--- src/rtl/nibble_serial_adder.sv ---
// nibble_serial_adder: multi-cycle WIDTH-bit add/subtract, one 4-bit nibble
// per clock through a ripple slice whose carry is held in a register.
// Valid/ready handshake on the input and on the output side.
// Optional build macro ADDER_SATURATE_EN: when signed overflow occurs, Sum is
// clamped to max positive / min negative instead of wrapping.
module nibble_serial_adder #(
  parameter int WIDTH = 16
) (
  input  logic             Clk,
  input  logic             Reset_n,
  input  logic             in_valid,
  output logic             in_ready,
  input  logic [WIDTH-1:0] A,
  input  logic [WIDTH-1:0] B,
  input  logic             Cin,
  input  logic             Sub,
  output logic             out_valid,
  input  logic             out_ready,
  output logic [WIDTH-1:0] Sum,
  output logic             Cout,
  output logic             Overflow
);
  localparam int NIB = WIDTH / 4;
  localparam int KW  = $clog2(NIB + 1);
  // k counts nibbles 0..NIB-1; k == KEND is the extra cycle that hands the
  // finished working sum over to the output registers.
  localparam logic [KW-1:0] KLAST = KW'(NIB - 1);
  localparam logic [KW-1:0] KEND  = KW'(NIB);
`ifdef ADDER_SATURATE_EN
  localparam logic [WIDTH-1:0] MAXP = {1'b0, {(WIDTH-1){1'b1}}};
  localparam logic [WIDTH-1:0] MINN = {1'b1, {(WIDTH-1){1'b0}}};
`endif

  typedef enum logic [1:0] {IDLE, RUN, DONE} state_t;
  state_t state, state_nx;

  logic [WIDTH-1:0] opa, opb, wsum;
  logic             carry;   // running carry between nibbles
  logic             cmsb;    // carry into bit WIDTH-1
  logic [KW-1:0]    k;

  int         idx;
  logic [3:0] a_nib, b_nib, s_nib;
  logic       c_nib, c3_nib;
  logic [4:0] full;
  logic [3:0] low3;

  // Nibble slice: 4-bit add plus the carry out of its bit 2 (only used on
  // the top nibble to form the carry into the MSB).
  always_comb begin
    idx    = 4 * int'(k);
    a_nib  = 4'h0;
    b_nib  = 4'h0;
    if (k != KEND) begin
      a_nib = opa[idx +: 4];
      b_nib = opb[idx +: 4];
    end
    full   = {1'b0, a_nib} + {1'b0, b_nib} + {4'b0, carry};
    low3   = {1'b0, a_nib[2:0]} + {1'b0, b_nib[2:0]} + {3'b0, carry};
    s_nib  = full[3:0];
    c_nib  = full[4];
    c3_nib = low3[3];
  end

  // Handshake flags decoded from the registered state; in_ready is masked
  // while reset is asserted.
  assign in_ready  = (state == IDLE) && Reset_n;
  assign out_valid = (state == DONE);

  // State register.
  always_ff @(posedge Clk) begin
    if (!Reset_n) state <= IDLE;
    else          state <= state_nx;
  end

  // Next-state decode.
  always_comb begin
    state_nx = state;
    case (state)
      IDLE:    if (in_valid)    state_nx = RUN;
      RUN:     if (k == KEND)   state_nx = DONE;
      DONE:    if (out_ready)   state_nx = IDLE;
      default:                  state_nx = IDLE;
    endcase
  end

  // Operand capture, nibble-serial accumulate and output load on DONE entry.
  always_ff @(posedge Clk) begin
    if (!Reset_n) begin
      opa      <= '0;
      opb      <= '0;
      wsum     <= '0;
      carry    <= 1'b0;
      cmsb     <= 1'b0;
      k        <= '0;
      Sum      <= '0;
      Cout     <= 1'b0;
      Overflow <= 1'b0;
    end else begin
      case (state)
        IDLE: if (in_valid) begin
          opa   <= A;
          opb   <= Sub ? ~B : B;
          carry <= Sub | Cin;
          k     <= '0;
        end
        RUN: if (k != KEND) begin
          wsum[idx +: 4] <= s_nib;
          carry          <= c_nib;
          k              <= k + 1'b1;
          if (k == KLAST) cmsb <= c3_nib;
        end else begin
          Cout     <= carry;
          Overflow <= carry ^ cmsb;
`ifdef ADDER_SATURATE_EN
          if (carry ^ cmsb) Sum <= opa[WIDTH-1] ? MINN : MAXP;
          else              Sum <= wsum;
`else
          Sum      <= wsum;
`endif
        end
        default: ;
      endcase
    end
  end
endmodule
--- config.mk ---
export PLATFORM = sky130hd
export DESIGN_NAME = nibble_serial_adder
export DESIGN_NICKNAME = d
export VERILOG_FILES = /design/src/rtl/nibble_serial_adder.sv
export SDC_FILE = /design/constraint.sdc
export NUM_CORES = 1
export LEC_CHECK = 0
export BUFFER_PORTS_ARGS = -buffer_cell sky130_fd_sc_hd__buf_2
export CAP_MARGIN = 40
export CORE_MARGIN = 4
export CORE_UTILIZATION = 45
export DETAILED_ROUTE_END_ITERATION = 10
export PLACE_DENSITY_LB_ADDON = 0.08
export SLEW_MARGIN = 30
export SYNTH_ARGS = -nofsm -noshare
export SYNTH_HDL_FRONTEND = slang
export SYNTH_SLANG_ARGS = --single-unit
--- constraint.sdc ---
create_clock -name Clk -period 2.8 [get_ports Clk]
set_input_delay 0.28 -clock Clk [delete_from_list [all_inputs] [get_ports Clk]]
set_output_delay 0.28 -clock Clk [all_outputs]
set_load 0.02 [all_outputs]
**Word-level counts from Yosys, hierarchy flattened**

Cells that the tools add are included.

- Register bits after elaboration: 73
- Latch bits: 0
- Bits in writable memories: 0
- ROM bits: 0
- Bits of input ports: 38
- Output and inout bits: 20
- Word-level logic and storage cells: 56
- Memories kept: 0

- $add $sub $neg: 6
- $mul: 0
- Divide/modulo/power cells: 0
- Order comparisons: 0
- Equality and inequality tests: 9
- Shift-type cells: 4
- Muxes and demuxes: 14
- Bitwise gates (word level): 4
- Reductions and logical operators: 9

Operator list:

| cell | number |
|---|---|
| negation 5 -> 33 bit | 1 |
| variable shift 4 x 33 -> 16 bit (first input constant) | 1 |
| variable part select 4 x 33 -> 16 bit | 1 |
| variable part select 16 x 6 -> 4 bit | 2 |
| bitwise mux 16 bit | 1 |
| 2-to-1 mux 16 bit | 1 |
| inverter 16 bit | 1 |
| AND reduction 3 bit | 3 |
| 2-to-1 mux 4 bit | 2 |
| 2-to-1 mux 2 bit | 3 |
| 2-to-1 mux 3 bit | 2 |
| inequality test 2 bit (second input constant) | 3 |
| case mux 2 bit (3 select lines) | 1 |
| case mux 3 bit (2 select lines) | 1 |
| AND reduction 2 bit | 3 |
| adder 4 x 4 -> 5 bit | 1 |
| adder 5 x 1 -> 5 bit | 1 |
| adder 3 x 3 -> 4 bit | 1 |
| adder 4 x 1 -> 4 bit | 1 |
| adder 3 x 1 -> 3 bit (second input constant) | 1 |
| == test 3 x 2 -> 1 bit (second input constant) | 1 |
| == test 3 bit (second input constant) | 1 |
| inequality test 3 bit (second input constant) | 1 |
| == test 2 x 1 -> 1 bit (second input constant) | 1 |
| 10 further kinds | 11 |

**Longest topological paths before layout**

Gate-level depths: netlist (run 1).

- Word-level depth: 6
- Mapped depth: 14
- Gate-level depth less buffers: 12

**Worst setup path after synthesis (run 1)**

No wires, ideal clock.

- Kind: reg-to-reg
- Start: register k[0]
- End: register wsum[10]
- Library setup time: 0.070 ns
- Arrival: 2.903 ns
- Data required time: 2.730 ns
- Slack: -0.173 ns
- Stages on the path, launching flop included: 15
- Path buffers: 2
- Clock period less this slack: 2.973 ns
- Path through: dfxtp_1 buf_2 buf_2 inv_1 ha_1 ha_1 nor2_1 nand2_1 fa_1 inv_1 fa_1 xor2_1 nand3_1 or2_1 a21boi_1

- Cells in the longest elaborated chain, start to end: 6
- Elaborated cells between the ends (all ways): 12
- Those cells by class: add/sub (3); eq/ne (1); shift (4); mux (3); reduce/logical (1)

Ends and longest elaborated chain:

| what | RTL line | text |
|---|---|---|
| start: declaration | 40 | `logic [KW-1:0] k;` |
| start signal: assignment | 110 | `k <= k + 1'b1;` |
| variable part select 16 x 6 -> 4 bit, or another cell as far along | 55 | `a_nib = opa[idx +: 4];` |
| 2-to-1 mux 4 bit | 54 | `if (k != KEND) begin` |
| adder 4 x 4 -> 5 bit | 58 | `full = {1'b0, a_nib} + {1'b0, b_nib} + {4'b0, carry};` |
| adder 5 x 1 -> 5 bit | 58 |  |
| variable part select 4 x 33 -> 16 bit | 108 | `wsum[idx +: 4] <= s_nib;` |
| bitwise mux 16 bit | 108 |  |
| end signal: indexed assignment | 108 |  |
| end: declaration | 37 | `logic [WIDTH-1:0] opa, opb, wsum;` |

Several ways; a longest one is shown, not always the timed one.
A chain may end at the register's enable or synchronous reset.

**Worst setup path after layout (run 1)**

Ends and elaborated chain as after synthesis.

==> out/results.txt, run 1 <==
Comb power frac: 0.142
Worst setup EP type: register
power per cell area: 580 mW/mm^2
setup tns final: 0 ps
clock skew: 9.03 ps
relative slew slack: 0.545
pin count of the biggest net entering global routing: 60
Setup CP Type: reg2reg
Largest stage delay, worst path: 520 ps
Syn Area/Cell: 9.33 sq um
final setup fails: 0
drt wl/cell: 13.0 um
WHS Path Cells: 3
Pint: 1760 uW
Sw Ratio: 0.247
clock slew at reported path FFs: 70 ps
pre-CTS setup slack: 142 ps
final hold vios: 0
Setup Buffers After CTS: 0
RR Startpoint: k[0]$_SDFFE_PN0P_
CP cell instances: buf_4 > mux4_2 > nand2_1 > fa_1 > inv_1 > fa_1 > xor2_2 > nand3_1 > or2_1 > a21boi_1
placement row count: 31
CTS tree: built
Reg2Reg Depth: 10
CP required: 3080 ps
routability congestion estimate: 0.814
Syn Std Cell Area: 0.00344 sq mm
flops & latches, synth: 73
antenna violations before repair: 0
Yosys cell types: 43
slowest cell on the critical path: mux4_2
Sink Count: 73
WHS Endpoint: opa[2]$_SDFFE_PN0P_
Max FO, Critical Path: 16
DRC viols: 0
Layout Nets: 467
worst setup margin: 224 ps
Fmax: 388 MHz
critical path launch point type: register
Initial Util: 0.470
sequential cell area fraction in the yosys report: 0.424
wire length of the first global-routing pass: 11,400 um
total global-route track usage: 0.163
drt initial violations: 64
r2r setup slk: 220 ps
Ant. Diodes: 0
outcome: complete, no violations
ANT nets after route: 0
Min-Delay Path Class: in2reg
global route total overflow: 0
drt first pass iters: 4
maximum level of the CTS H-tree: 3
Max Transition Viols Final: 0
# hold bufs at CTS: 0
number of buffers created by CTS: 9
layout cells sized above 1: 0.227
end-of-flow core utilization: 0.551
Die Y: 95.5 um
clock buffer depth: 2
sequential group share of total power: 0.475
min-delay src: A[2]
PortBufs: 57
Syn Inst Count: 369
Vias/cell: 4.90
DR vias: 2,556
# fillers: 709
Slew @ Worst Pin: 683 ps
RSZ-0062 raised after global routing: false
yosys warns: 0
commonest non-fill, non-tap cells in the layout: nand2_1, dfxtp_1, buf_2
Net Sw Power: 578 uW
commonest non-fill, non-tap cell in the layout: nand2_1
Syn Nets: 417
Max-Cap Viols: 0
die width: 95.5 um
Reg area: 0.00146 sq mm
Max VDD drop: 0.383 mV
fin crit period: 2580 ps
cell mode on critical path: fa_1
vias in the first global route: 2,455
post-DP HPWL: 4890 um
Routed Wire Length: 6790 um
worst-skew pair later-pin latency: 350 ps
leakage power: 0.00179 uW
clock group share of total power: 0.383
area taken by multi-input logic gates: 0.00187 sq mm
worst endpoint data arrival time: 2850 ps
root buffer cell: clkbuf_8
Die ar.: 0.00912 sq mm
final worst-path cycle share: 0.920
area grow syn2layout: 17.4%
Ports: 58
core area: 0.00733 sq mm
reg2reg end: wsum[10]$_SDFFE_PN0P_
## worst max-delay path by stage
stage | start | to | slack [ps] | cells past startpoint
2_1_floorplan | k[0]$_SDFFE_PN0P_ | wsum[10]$_SDFFE_PN0P_ | 10 | 14
3_3_place_gp | k[0]$_SDFFE_PN0P_ | wsum[10]$_SDFFE_PN0P_ | 230 | 10
3_5_place_dp | k[0]$_SDFFE_PN0P_ | wsum[10]$_SDFFE_PN0P_ | 140 | 10
4_1_cts | k[0]$_SDFFE_PN0P_ | wsum[10]$_SDFFE_PN0P_ | 130 | 10
5_1_grt | k[0]$_SDFFE_PN0P_ | wsum[10]$_SDFFE_PN0P_ | 9 | 10
6_report | k[0]$_SDFFE_PN0P_ | wsum[10]$_SDFFE_PN0P_ | 220 | 10
## kinds of logic (layout without fill, tap and decap cells)
| logic type | Yosys count | count (layout) | synth area share |
|---|---|---|---|
| and+or+nand+nor | 151 | 151 | 0.211 |
| muxes | 15 | 15 | 0.0726 |
| DFF | 73 | 73 | 0.424 |
| buffers and inverters | 31 | 85 | 0.0381 |
| xor gates and xnor gates | 19 | 19 | 0.0483 |
| AOI/OAI and AO/OA | 70 | 70 | 0.165 |
| adders and majority gates | 10 | 10 | 0.0407 |
## through the flow
| stage | total power [uW] | hold WS (ps) | std cells | area, sq um |
|---|---|---|---|---|
| detailed placement | 1470 | 453 | 507 | 3810 |
| CTS | 2370 | 160 | 522 | 4030 |
| finish | 2340 | 175 | 522 | 4040 |
| global route | 2460 | 163 | 522 | 4040 |
| global placement | 1470 | 447 | 507 | 3810 |
| floorplan | 1380 | 425 | 369 | 3450 |
## layout make-up
| type | instances | share of cell area |
|---|---|---|
| clock inverter | 5 | 0.0198 |
| multi-input combinational | 265 | 0.464 |
| inverter | 8 | 0.00743 |
| sequential | 73 | 0.361 |
| clock buffer | 10 | 0.0340 |
| tap | 99 | 0.0306 |
| timing repair buffer | 62 | 0.0829 |
## routing by layer
layer / up-vias / wire [um] / share of wire / global-route usage
met3: 7 / 309 / 0.046 / 0.0552
met5: - / 0 / 0 / 0
met2: 40 / 3260 / 0.48 / 0.273
li1: 1354 / - / - / -
met1: 1155 / 3120 / 0.46 / 0.199
met4: 0 / 91 / 0.013 / 0.0498
## registers in the layout (all words and copies together) (netlist names)
signal	count
carry	1
cmsb	1
Sum	16
opb	16
wsum	16
Overflow	1
k	3
opa	16
Cout	1
state	2
## worst max-delay path, delay by kind of cell (launching register included)
| family | cells | cell delay [ps] |
|---|---|---|
| multiplexers | 1 | 520 |
| flip-flops | 1 | 340 |
| XOR/XNOR | 1 | 210 |
| AO/OA/AOI/OAI | 1 | 120 |
| adder cells (fa/ha/maj) | 2 | 600 |
| buffers and inverters | 2 | 300 |
| AND/OR/NAND/NOR | 3 | 410 |
## Yosys cell counts, drive strengths merged
cell | number | area share
a21boi | 35 | 0.076
a21o | 1 | 0.0022
a21oi | 2 | 0.0029
a31oi | 1 | 0.0018
and2 | 11 | 0.020
and2b | 1 | 0.0022
and3 | 2 | 0.0036
and3b | 1 | 0.0025
and4 | 1 | 0.0025
buf | 13 | 0.019
clkbuf | 10 | 0.011
dfxtp | 73 | 0.42
fa | 2 | 0.012
ha | 8 | 0.029
inv | 8 | 0.0087
mux2i | 7 | 0.020
mux4 | 8 | 0.052
nand2 | 100 | 0.11
nand2b | 1 | 0.0018
nand3 | 4 | 0.0058
nand3b | 1 | 0.0022
nand4 | 3 | 0.0054
nor2 | 3 | 0.0033
nor2b | 12 | 0.022
nor3 | 3 | 0.0076
nor3b | 3 | 0.0098
o2111ai | 1 | 0.0044
o211a | 19 | 0.055
o21a | 3 | 0.0065
o21ai | 2 | 0.0029
o22ai | 2 | 0.0036
o2bb2ai | 1 | 0.0025
o31ai | 3 | 0.0065
or2 | 1 | 0.0018
or3 | 1 | 0.0033
or3b | 3 | 0.0084
xnor2 | 18 | 0.046
xor2 | 1 | 0.0025
## timing repair
item | CTS | global route
gates resized for setup | 0 | 2
endpoints found under the hold margin | 0 | 0
endpoints found under the setup margin | 0 | 1
## power by group through the flow
stage | Combinational [uW] | Clock (uW) | Sequential [uW]
3_5_place_dp | 336 | 0 | 1140
5_1_grt | 377 | 962 | 1120
2_1_floorplan | 254 | 0 | 1130
6_report | 332 | 897 | 1110
3_3_place_gp | 332 | 0 | 1140
4_1_cts | 336 | 916 | 1110
No activity file was read; power rests on OpenSTA's default activity.
==> run 2, diff against run 1 <==
RECOVER_POWER = 50   (was not set)
==> run 2 against run 1 <==
Net effect:
- clock power about the same
- largest power group unchanged
- power about the same
- worst setup slack got worse by 1.9 ps
- largest cell class unchanged
- hold slack barely moved
- highest routed layer unchanged
- clock skew decreased by 1.0 ps
- wire length increased by 0.25%
- sequential power barely moved
- sequential share of layout area increased by 0.27 points
- combinational power is essentially flat
- maximum frequency is essentially flat
==> out/results.txt, run 2 (synthesis results as in run 1) <==
clock slew at reported path FFs: 70 ps
final worst-path cycle share: 0.921
layout cells sized above 1: 0.182
wire length of the first global-routing pass: 11,400 um
Max VDD drop: 0.382 mV
area grow syn2layout: 16.5%
commonest non-fill, non-tap cells in the layout: nand2_1, dfxtp_1, buf_2
drt initial violations: 66
global route total overflow: 0
critical path launch point type: register
routability congestion estimate: 0.814
Die Y: 95.5 um
total global-route track usage: 0.163
CP required: 3080 ps
root buffer cell: clkbuf_8
Setup CP Type: reg2reg
setup tns final: 0 ps
leakage power: 0.00171 uW
clock skew: 8.03 ps
DRC viols: 0
CTS tree: built
power per cell area: 583 mW/mm^2
# hold bufs at CTS: 0
pin count of the biggest net entering global routing: 60
Max-Cap Viols: 0
ANT nets after route: 0
Max Transition Viols Final: 0
PortBufs: 57
commonest non-fill, non-tap cell in the layout: nand2_1
Die ar.: 0.00912 sq mm
drt first pass iters: 4
final setup fails: 0
Sink Count: 73
Routed Wire Length: 6800 um
RSZ-0062 raised after global routing: false
# fillers: 717
worst endpoint data arrival time: 2860 ps
r2r setup slk: 220 ps
Slew @ Worst Pin: 830 ps
Max FO, Critical Path: 16
drt wl/cell: 13.0 um
number of buffers created by CTS: 9
Fmax: 388 MHz
fin crit period: 2580 ps
outcome: complete, no violations
clock buffer depth: 2
DR vias: 2,564
final hold vios: 0
relative slew slack: 0.446
Layout Nets: 467
Min-Delay Path Class: in2reg
Ant. Diodes: 0
placement row count: 31
post-DP HPWL: 4890 um
Initial Util: 0.470
Worst setup EP type: register
antenna violations before repair: 0
die width: 95.5 um
maximum level of the CTS H-tree: 3
core area: 0.00733 sq mm
total power: 2340 uW
Vias/cell: 4.91
worst-skew pair later-pin latency: 340 ps
vias in the first global route: 2,455
Ports: 58
## run 2: cell count changes in the layout (fill, tap and decap cells not counted)
cell      delta
buf_2       -18
clkbuf_1    +18
buf_4        -1
clkbuf_2     +1
nor3b_1      +1
nor3b_2      -1
## run 2: path summary, 6_finish.rpt
check                             from               endpoint  depth (start not counted)
hold reg to reg   Sum[12]$_SDFFE_PN0P_   Sum[12]$_SDFFE_PN0P_                          2
setup reg to reg     k[0]$_SDFFE_PN0P_  wsum[10]$_SDFFE_PN0P_                         10
setup / recovery     k[0]$_SDFFE_PN0P_  wsum[10]$_SDFFE_PN0P_                         10
hold / removal                    A[2]    opa[2]$_SDFFE_PN0P_                          3
## run 2: timing repair
item / CTS / global route
setup buffers: 0 / 0
gates resized for setup: 0 / 2
setup endpoints to repair: 0 / 1
## run 2: layout make-up
type,count,area (sq um),share of cell area
flip-flops and latches,73,1460,0.364
clock inverters,5,80.1,0.0200
repair buffers,62,310,0.0773
inverters,8,30.0,0.00748
well taps,99,124,0.0309
multi-input cells,265,1870,0.466
clock buffers,10,138,0.0343
## run 2: power by group
group / internal [uW] / total, uW / switching (uW)
registers: 1080 / 1110 / 29.2
logic: 161 / 332 / 171
clock network: 519 / 895 / 376
total: 1760 / 2340 / 576
## run 2: worst max-delay path, cell delays in order, from the launching register on
cell and delay [ps]:
dfxtp_1 340, buf_4 250, mux4_2 520, nand2_1 100
fa_1 180, inv_1 50, fa_1 420, xor2_2 210
nand3_1 100, or2_1 210, a21boi_1 120
## run 2: per-stage QoR
stage	setup slack, ps	hold slack (ps)	instance area (sq um)	instances	utilization
floorplan	9.69	425	3450	369	-
global placement	228	447	3810	507	0.520
detailed placement	142	453	3810	507	0.520
CTS	128	160	4030	522	0.550
global route	8.60	163	4010	522	0.547
finish	222	175	4010	522	0.547
## run 2: metal layers
metal  vias to the layer above  GRT usage  routed length [um]
li1                       1354          -                   -
met1                      1163      0.199                3140
met2                        40      0.273                3260
met3                         7     0.0552                 318
met4                         0     0.0498                  91
met5                         -          0                   0
==> run 3, diff against run 2 <==
CORE_UTILIZATION = 50   (was 45)
==> run 3 against run 2 <==
Net effect:
- non-clock buffer count is 3 higher
- utilization grew 6.3 points
- maximum frequency up 0.79%
- worst setup slack better by 20 ps
- critical path depth stayed put
- power down 1.6%
- clock power shrank 5.6%
- hold slack lost 0.85 ps
- cell area decreased by 0.65%
- global-route usage up 1.3 points
- critical endpoint unchanged
- highest routed layer unchanged
==> out/results.txt, run 3 (synthesis results as in run 1) <==
Slew @ Worst Pin: 852 ps
Crit path max-delay family: adder cells
clock skew: 8.63 ps
root buffer cell: clkbuf_8
# resized after CTS: 0
Setup crit end: wsum[10]$_SDFFE_PN0P_
Ant. Diodes: 0
antenna violations before repair: 0
Setup Buffers After CTS: 0
Setup CP Type: reg2reg
Sink Count: 73
cell mode on critical path: fa_1
placement row count: 29
fin cells: 504
Layout Nets: 470
Vias/cell: 5.23
clock buffer depth: 2
setup tns final: 0 ps
routability congestion estimate: 0.823
Max Transition Viols Final: 0
# hold bufs at CTS: 0
critical path launch point: k[0]$_SDFFE_PN0P_
drt wl/cell: 13.6 um
Routed Wire Length: 6870 um
power per cell area: 578 mW/mm^2
reg2reg end: wsum[10]$_SDFFE_PN0P_
pin count of the biggest net entering global routing: 49
total global-route track usage: 0.176
DRC viols: 0
CP required: 3080 ps
clock slew at reported path FFs: 80 ps
core area: 0.00653 sq mm
outcome: complete, no violations
Max VDD drop: 0.304 mV
slowest cell on the critical path: mux4_2
Max FO, Critical Path: 11
Ports: 58
global route total overflow: 0
maximum level of the CTS H-tree: 3
fin crit period: 2560 ps
ANT nets after route: 0
number of buffers created by CTS: 9
leakage power: 0.00172 uW
Min Hold Slack: 174 ps
final worst-path cycle share: 0.913
DR vias: 2,637
Stages on worst setup path: 10
die width: 91 um
worst endpoint data arrival time: 2830 ps
post-DP HPWL: 4870 um
drt first pass iters: 4
relative slew slack: 0.432
drt initial violations: 67
Largest stage delay, worst path: 520 ps
Fmax: 391 MHz
vias in the first global route: 2,608
PortBufs: 57
commonest non-fill, non-tap cells in the layout: nand2_1, dfxtp_1, buf_2
worst-skew pair later-pin latency: 350 ps
Min-Delay Path Class: in2reg
Max-Cap Viols: 0
area grow syn2layout: 15.7%
CTS tree: built
post-placement cell count: 488
layout cells sized above 1: 0.190
RR Startpoint: k[0]$_SDFFE_PN0P_
Die ar.: 0.00828 sq mm
RSZ-0062 raised after global routing: false
Worst setup EP type: register
commonest non-fill, non-tap cell in the layout: nand2_1
Buf/Inv on CP: 2
final hold vios: 0
CP cell instances: buf_4 > mux4_2 > nand2_1 > fa_1 > inv_1 > fa_1 > xor2_2 > nand3_1 > or2_1 > a21boi_1
final setup fails: 0
Initial Util: 0.527
r2r setup slk: 240 ps
Die Y: 91 um
WHS Path Cells: 3
Reg2Reg Depth: 10
wire length of the first global-routing pass: 12,000 um
critical path launch point type: register
==> run 3: per-layer routing <==
metal / up-vias / part of all wire / GRT usage
met1: 1217 / 0.46 / 0.218
met4: 0 / 0.012 / 0.0515
met5: - / 0 / 0
met3: 8 / 0.044 / 0.0529
met2: 52 / 0.49 / 0.297
li1: 1360 / - / -
==> run 3: where the power goes <==
group | switching (uW) | internal, uW | total [uW]
Combinational | 181 | 165 | 346
Sequential | 28.2 | 1080 | 1110
Clock | 384 | 461 | 845
Total | 593 | 1710 | 2300
==> run 3: final cells by class <==
| class | instances | area, sq um |
|---|---|---|
| timing repair buffer | 65 | 320 |
| sequential | 73 | 1460 |
| clock inverter | 4 | 51.3 |
| fill | 635 | 2540 |
| multi-input combinational | 265 | 1870 |
| tap | 77 | 96.3 |
| clock buffer | 12 | 155 |
| inverter | 8 | 30.0 |
==> run 3: tightest hold or removal path: cells and delay by family <==
kind	cells	cell delay, ps
AOI/OAI and AO/OA	1	60
buffers and inverters	1	90
and+or+nand+nor	1	40
==> run 3: metrics by stage <==
stage | power [uW] | util | area (sq um) | worst slack (ps)
2_1_floorplan | 1380 | - | 3450 | 9.69
3_3_place_gp | 1470 | 0.581 | 3790 | 232
3_5_place_dp | 1480 | 0.581 | 3790 | 209
4_1_cts | 2320 | 0.613 | 4000 | 204
5_1_grt | 2420 | 0.610 | 3990 | 42.0
6_report | 2300 | 0.610 | 3990 | 242
==> run 3: worst min-delay path by stage <==
stage                                    from              endpoint  slack [ps]
final                                    A[9]   opa[9]$_SDFFE_PN0P_         170
after global placement    Sum[3]$_SDFFE_PN0P_   Sum[3]$_SDFFE_PN0P_         450
after floorplan                         A[12]  opa[12]$_SDFFE_PN0P_         420
after CTS                                A[9]   opa[9]$_SDFFE_PN0P_         170
after detailed placement  Sum[3]$_SDFFE_PN0P_   Sum[3]$_SDFFE_PN0P_         450
after global routing                    A[10]  opa[10]$_SDFFE_PN0P_         180
